==> src/rtl/mem_responder.sv <==
// Single-outstanding load/store responder over a 128 x 16-bit word memory.
// Latency: response valid 1+WAIT_CYCLES edges after the accept edge.
// Backpressure: req_ready only in IDLE; response held stable until rsp_ready.
module mem_responder #(
   parameter int unsigned WAIT_CYCLES = 2
) (
   input  logic        CLOCK_50,
   input  logic        RESET_N,
   input  logic        req_valid,
   output logic        req_ready,
   input  logic        req_we,
   input  logic [7:0]  req_addr,
   input  logic [15:0] req_wdata,
   output logic        rsp_valid,
   input  logic        rsp_ready,
   output logic [15:0] rsp_rdata,
   output logic [2:0]  rsp_cc,
   output logic        rsp_err
);

   typedef enum logic [1:0] {
      S_IDLE = 2'd0,
      S_WAIT = 2'd1,
      S_RESP = 2'd2
   } state_t;

   // The counter is 4 bits wide, so WAIT_CYCLES above 15 cannot be represented.
   localparam logic [3:0] WAIT_INIT = 4'(WAIT_CYCLES);

   state_t      state_q;
   logic [3:0]  cnt_q;
   logic        we_q;
   logic [7:0]  addr_q;
   logic        req_ready_q;
   logic        rsp_valid_q;
   logic [15:0] rsp_rdata_q;
   logic [2:0]  rsp_cc_q;
   logic        rsp_err_q;

   // Contents are never reset; they power up as all zeros.
   logic [15:0] mem_q [0:127] = '{default: 16'h0000};

   logic        accept;
   logic        addr_oor;
   logic [15:0] rd_word;
   logic [2:0]  rd_cc;

   // A request is taken only in IDLE; req_valid in any other state is ignored.
   assign accept   = req_valid && (state_q == S_IDLE);
   // Bit 7 set means 128..255: flagged as an error, never folded onto 0..127.
   assign addr_oor = addr_q[7];
   assign rd_word  = mem_q[addr_q[6:0]];

   // Condition codes of the word being returned: exactly one of N/Z/P is set.
   always_comb begin
      rd_cc = 3'b000;
      if (rd_word[15])
         rd_cc = 3'b100;
      else if (rd_word == 16'h0000)
         rd_cc = 3'b010;
      else
         rd_cc = 3'b001;
   end

   // Store commits on the accept edge; out-of-range stores and reset leave memory alone.
   always_ff @(posedge CLOCK_50) begin
      if (RESET_N && accept && req_we && !req_addr[7])
         mem_q[req_addr[6:0]] <= req_wdata;
   end

   // Request/response FSM. Every accept passes through WAIT, which lasts
   // WAIT_CYCLES+1 edges (a single edge when WAIT_CYCLES is 0), giving RESP
   // after edge T+1+WAIT_CYCLES. All interface outputs are registered here.
   always_ff @(posedge CLOCK_50 or negedge RESET_N) begin
      if (!RESET_N) begin
         state_q     <= S_IDLE;
         cnt_q       <= 4'd0;
         we_q        <= 1'b0;
         addr_q      <= 8'd0;
         req_ready_q <= 1'b1;
         rsp_valid_q <= 1'b0;
         rsp_rdata_q <= 16'h0000;
         rsp_cc_q    <= 3'b000;
         rsp_err_q   <= 1'b0;
      end else begin
         case (state_q)
            S_IDLE: begin
               if (accept) begin
                  we_q        <= req_we;
                  addr_q      <= req_addr;
                  cnt_q       <= WAIT_INIT;
                  req_ready_q <= 1'b0;
                  state_q     <= S_WAIT;
               end
            end
            S_WAIT: begin
               if (cnt_q == 4'd0) begin
                  state_q     <= S_RESP;
                  rsp_valid_q <= 1'b1;
                  rsp_err_q   <= addr_oor;
                  // Only an in-range load returns data; the read sees any
                  // store that committed on an earlier edge.
                  if (!we_q && !addr_oor) begin
                     rsp_rdata_q <= rd_word;
                     rsp_cc_q    <= rd_cc;
                  end else begin
                     rsp_rdata_q <= 16'h0000;
                     rsp_cc_q    <= 3'b000;
                  end
               end else begin
                  cnt_q <= cnt_q - 4'd1;
               end
            end
            S_RESP: begin
               // A request in the handshake cycle is not taken: req_ready is
               // still 0 and only rises after this edge.
               if (rsp_ready) begin
                  state_q     <= S_IDLE;
                  req_ready_q <= 1'b1;
                  rsp_valid_q <= 1'b0;
                  rsp_rdata_q <= 16'h0000;
                  rsp_cc_q    <= 3'b000;
                  rsp_err_q   <= 1'b0;
               end
            end
            default: begin
               state_q     <= S_IDLE;
               cnt_q       <= 4'd0;
               req_ready_q <= 1'b1;
               rsp_valid_q <= 1'b0;
               rsp_rdata_q <= 16'h0000;
               rsp_cc_q    <= 3'b000;
               rsp_err_q   <= 1'b0;
            end
         endcase
      end
   end

   assign req_ready = req_ready_q;
   assign rsp_valid = rsp_valid_q;
   assign rsp_rdata = rsp_rdata_q;
   assign rsp_cc    = rsp_cc_q;
   assign rsp_err   = rsp_err_q;

endmodule

==> config.mk <==
export PLATFORM = sky130hd
export DESIGN_NAME = mem_responder
export DESIGN_NICKNAME = d
export VERILOG_FILES = /design/src/rtl/mem_responder.sv
export SDC_FILE = /design/constraint.sdc
export NUM_CORES = 2
export LEC_CHECK = 0
export ABC_CLOCK_PERIOD_IN_PS = 3700
export CELL_PAD_IN_SITES_DETAIL_PLACEMENT = 1
export CELL_PAD_IN_SITES_GLOBAL_PLACEMENT = 2
export CORE_MARGIN = 1
export CORE_UTILIZATION = 52
export DETAILED_ROUTE_END_ITERATION = 10
export PLACE_DENSITY = 0.87
export SLEW_MARGIN = 20
export SYNTH_ARGS = -nofsm -noshare
export SYNTH_HDL_FRONTEND = slang
export SYNTH_SLANG_ARGS = --single-unit
==> constraint.sdc <==
create_clock -name CLOCK_50 -period 3.7 [get_ports CLOCK_50]
set_input_delay 0.74 -clock CLOCK_50 [delete_from_list [all_inputs] [get_ports CLOCK_50]]
set_output_delay 0.74 -clock CLOCK_50 [all_outputs]
set_load 0.02 [all_outputs]
* Word level (Yosys, flattened, before mapping) *
Memory sizes are Yosys's and may differ from the RTL's.
Cells that the tools add are included.

storage, ports and cells
  logic and storage cells = 63
  bits of input ports = 29
  register bits = 37
  output and inout bits = 22
  bits in writable memories = 2,048
  memories = 1

memory list
  name   depth  bits a word  read ports  clocked after memory_dff  wr ports  RTL line  text
  mem_q  128    16           1           0                         1         41        logic [15:0] mem_q [0:127] = '{default: 16'h0000};

operators by class
  reduce and logical (&&, ||, !) cells = 16
  eq/ne operators = 6
  $add $sub $neg = 1
  multiplexer cells = 27
  bitwise logic cells = 3

operator list
  kind                                                  count
  two-way mux 16 bit                                    3
  one-hot mux 16 bit (3 select lines)                   1
  logical NOT 16 bit                                    1
  two-way mux 3 bit                                     4
  one-hot mux 4 bit (3 select lines)                    1
  AND reduction 3 bit                                   4
  one-hot mux 1 bit (3 select lines)                    3
  one-hot mux 3 bit (3 select lines)                    1
  two-way mux 2 bit                                     4
  two-way mux 4 bit                                     2
  != test 2 bit (second input constant)                 4
  two-way mux 1 bit                                     7
  one-hot mux 2 bit (3 select lines)                    1
  logical AND 1 bit                                     5
  logical NOT 4 bit                                     1
  subtractor 4 x 1 -> 4 bit (second input constant)     1
  logical NOT 1 bit                                     3
  NOT 1 bit                                             3
  equality test 2 x 1 -> 1 bit (second input constant)  1
  equality test 2 bit (second input constant)           1
  logical NOT 2 bit                                     1
  AND reduction 2 bit                                   1

* Longest topological paths before layout *
  depth after elaboration = 7
  mapped depth = 10
  gate-level depth less buffers = 7

* Least setup slack after synthesis *
No wires, ideal clock.

  path kind = input -> register
  start = input req_valid
  end = memory mem_q[110][0], enable pin
  path slack = 204 ps
  stages = 7
  arrival time = 3,108 ps
  buffers on the path = 1
  library setup time = 388 ps
  data required time = 3,312 ps
  path through = nand2b_1 > nor2_1 > nand2_1 > nor4b_1 > nand3_1 > clkbuf_1 > nor2_1

on the way
  cells in the longest elaborated chain, start to end = 6

ends and longest elaborated chain
  element                                  RTL line  text
  start, declared                          9         input logic req_valid,
  logical AND 1 bit                        49        assign accept = req_valid && (state_q == S_IDLE);
  logical AND 1 bit (3 in a row)           67        if (RESET_N && accept && req_we && !req_addr[7])
  two-way mux 1 bit                        67
  two-way mux 1 bit (not written as such)  68        mem_q[req_addr[6:0]] <= req_wdata;
  end, declared                            41

No other way between the ends.

* Worst setup path after layout *
  start = register addr_q[0]
  end = register rsp_cc_q[1] (netlist: rsp_cc[1])

on the way
  cells in the longest elaborated chain, start to end = 7

ends and longest elaborated chain
  element                                 RTL line  text
  start, declared                         33        logic [7:0] addr_q;
  start signal, assigned                  90        addr_q <= req_addr;
  memory read (128 x 16 bit) (*)          n/a
  logical NOT 16 bit                      59        else if (rd_word == 16'h0000)
  two-way mux 2 bit                       59
  two-way mux 3 bit (*)                   57        if (rd_word[15])
  two-way mux 3 bit (*)                   103       if (!we_q && !addr_oor) begin
  two-way mux 3 bit (*)                   97        if (cnt_q == 4'd0) begin
  one-hot mux 3 bit (3 select lines) (*)  86        case (state_q)
  end signal, assigned                    105       rsp_cc_q <= rd_cc;
  end, declared                           37        logic [2:0] rsp_cc_q;

Every way passes the cells marked *; elsewhere a longest branch is shown, timed or not. The select of a mux whose other input is x is not followed.
A chain may end at the register's enable or synchronous reset.

==> reports/results.ini <==
[route]
drt_iter0_drc=9463
dr_total_vias=44800
drt_pass1_iterations=6
drt_drc_violations_left=0
finalWirelength_mm=298
drt-vias-per-instance=7.61
wl_per_cell_um=50.6
ant_nets=0

[critical_path]
cp_cell_sequence=buf_12 -> buf_16 -> buf_16 -> buf_12 -> buf_4 -> mux4_2 -> mux4_2 -> mux4_2 -> mux2i_2 -> nand4_1 -> nor4_4 -> a22o_1
critPathArrivalTime_ps=5120
cpMostUsedCell=mux4_2
cp_top_family=multiplexers
crit_required_ps=4490
crit_buf_inv=5
reg2reg_depth=12
cp_slowest_stage_delay_ps=640
crit_type=reg2reg
cp_slowest_cell=mux4_2
crit_cells=12
start_kind=register
endpoint_kind=register
crit_fanout=7

[timing]
finalHoldViolCount=0
fmax_mhz=231
tightest_slew_ps=1140
timing.slew.headroom_pct=24.1
fin_skew_ps=57.3
setup_viol=889
finalCritPeriodShare_pct=117
slew_violations=0
fin_tns_setup_ps=-92390
min_period_ps=4330
rsz0062_at_grt=yes
worst_slack_ps=-632

[cts]
cts_made_buffers=194
cts_tree=done
cts.sinks=2084
cts_buffer_depth=3
htree_levels=4
clk_pin_slew_ps=80
clkLatencyLatePin_ps=900
clock-root-buffer=clkbuf_16

[placed_design]
dp_cells=5419
place_ws_ps=-219
place_hpwl_mm=127
finalWeightedCongestion=0.821
io_buffers=50

[global_route]
antenna_found_initial=36
grt_max_degree=118
grt_pass1_vias=42700
grt_use_total_pct=35.8
grt.overflow.total=0
grt_pass1_wl_mm=376

[logic_synthesis]
syn_nets=3231
syn_inst=3200
ys_ff_latch=2084
syn_area_sq_mm=0.0796
ys_warn_count=0
syn_area_per_cell_sq_um=24.9
ys_seq_area_share_pct=78.4
synth_cell_types=33

[floorplan]
die_area_sq_mm=0.155
start_util_pct=52.4
io_pins=51
die_y_um=393
core_sq_mm=0.152
row_count=143
die_x_um=393

[final_layout]
fillers=11800
stdcell_count=5887
drive_gt1_share_pct=36.2
synthToLayoutAreaGrowth_pct=18.1
nets=3706

[power]
p_leak_uw=0.0295
max-vdd-ir-drop_uv=630
power_density_mw_per_mm2=787

[worst_hold_path]
hold_path_class=in2async

[status]
violations=setup timing
status=complete, but fails checks

[flow_run]
drv_cap=0

==> cells in the mapped netlist, drive strengths merged <==
library cell	number	area share, %
edfxtp	2048	77
mux4	672	19
nor2	137	0.65
clkbuf	87	0.41
buf	80	0.51
nand2	42	0.20
dfrtp	35	1.1
o21ai	23	0.14
mux2i	16	0.20
mux2	8	0.11
nand3	8	0.050
nor2b	7	0.055
a21oi	6	0.038
nand4	5	0.039
inv	4	0.019
nor3	3	0.019
ha	2	0.031
nand2b	2	0.016
nor3b	2	0.019
o22ai	2	0.016
or3	2	0.016
a22o	1	0.011
dfstp	1	0.033
nand3b	1	0.0094
nor4	1	0.016
nor4b	1	0.011
nor4bb	1	0.013
o31ai	1	0.0094
or2	1	0.0079
xnor2	1	0.011
==> final timing paths <==
path | startpoint | end | slack, ps
worst max-delay path | addr_q[0] | rsp_cc[1] | -630
worst min-delay path | RESET_N | addr_q[1] | 340
worst max register to register | addr_q[0] | rsp_cc[1] | -630
worst min register to register | rsp_rdata[11] | rsp_rdata[11] | 590
max in group asynchronous | RESET_N | addr_q[4] | 2400
min in group CLOCK_50 | req_wdata[14] | mem_q[121][14] | 440
==> where the power goes <==
part	internal, uW	switching [uW]	total [uW]	leakage (uW)
sequential	26000	437	26500	0.0189
combinational	11700	14300	26100	0.00763
clock	11300	10200	21500	0.00304
==> kinds of logic after synthesis <==
family | count (synthesis) | synth area share [%]
mux | 696 | 19.3
compound gates | 33 | 0.218
fa+ha+maj | 2 | 0.0314
simple gates | 213 | 1.11
flops | 2084 | 78.4
xor+xnor | 1 | 0.0110
buf+inv | 171 | 0.935
==> registers in the layout, indices dropped and copies added (netlist names) <==
name / cells
we_q: 1
rsp_err: 1
req_ready: 1
mem_q: 2048
state_q: 2
rsp_valid: 1
addr_q: 8
cnt_q: 4
rsp_rdata: 16
rsp_cc: 2
==> stage by stage <==
stage               hold slack, ps  power, uW  cell area [sq um]  util (%)
finish                         335      74000              94000      61.9
global route                   331      74100              94000      61.9
CTS                            272      69800              93300      61.4
detailed placement             477      47100              86100      56.7
global placement               467      46600              86100      56.7
floorplan                      444      38800              79600         -
==> routing by layer <==
layer / GRT usage (%) / part of all wire, % / vias up
li1: - / - / 14900
met1: 47.2 / 30 / 23000
met2: 56.7 / 47 / 5745
met3: 8.67 / 16 / 1228
met4: 17.2 / 7.3 / 28
met5: 0 / 0.070 / -
==> worst reg2reg max path, stage by stage, from the launching register on <==
cell and delay, ps:
dfrtp_4 530, buf_12 180, buf_16 170, buf_16 170, buf_12 140, buf_4 140
mux4_2 430, mux4_2 550, mux4_2 650, mux2i_2 340, nand4_1 330, nor4_4 390
a22o_1 250
==> repair_timing <==
item	4_1_cts	5_1_grt
resized for setup	63	41
setup endpoints to repair	3	8
setup buffers	30	44
hold endpoints to repair	3	0
pin swaps	3	4
cloned	12	6
hold buffers	1	0
==> area by class of cell <==
type	instances	area [sq um]	area share [%]
repair buffers	446	6120	6.51
clock inverters	107	1070	1.14
diodes	17	42.5	0.0452
flip-flops and latches	2084	62400	66.4
well taps	2030	2540	2.70
clock buffers	254	5190	5.52
inverters	4	15.0	0.0160
multi-input cells	945	16600	17.7
==> cell usage in the layout (no fill, tap or decap), drive strengths merged, types with 3 or more instances in the layout <==
master / n
clkinvlp: 8
dfrtp: 35
nor2b: 7
nor2: 137
a21oi: 6
diode: 17
nand2: 42
buf: 406
edfxtp: 2048
inv: 9
clkdlybuf4s50: 33
bufinv: 19
nand3: 8
nand4: 5
mux2i: 16
mux2: 8
nor3: 3
clkbuf: 260
clkinv: 75
o21ai: 23
mux4: 672
(Power assumes the default switching activity.)
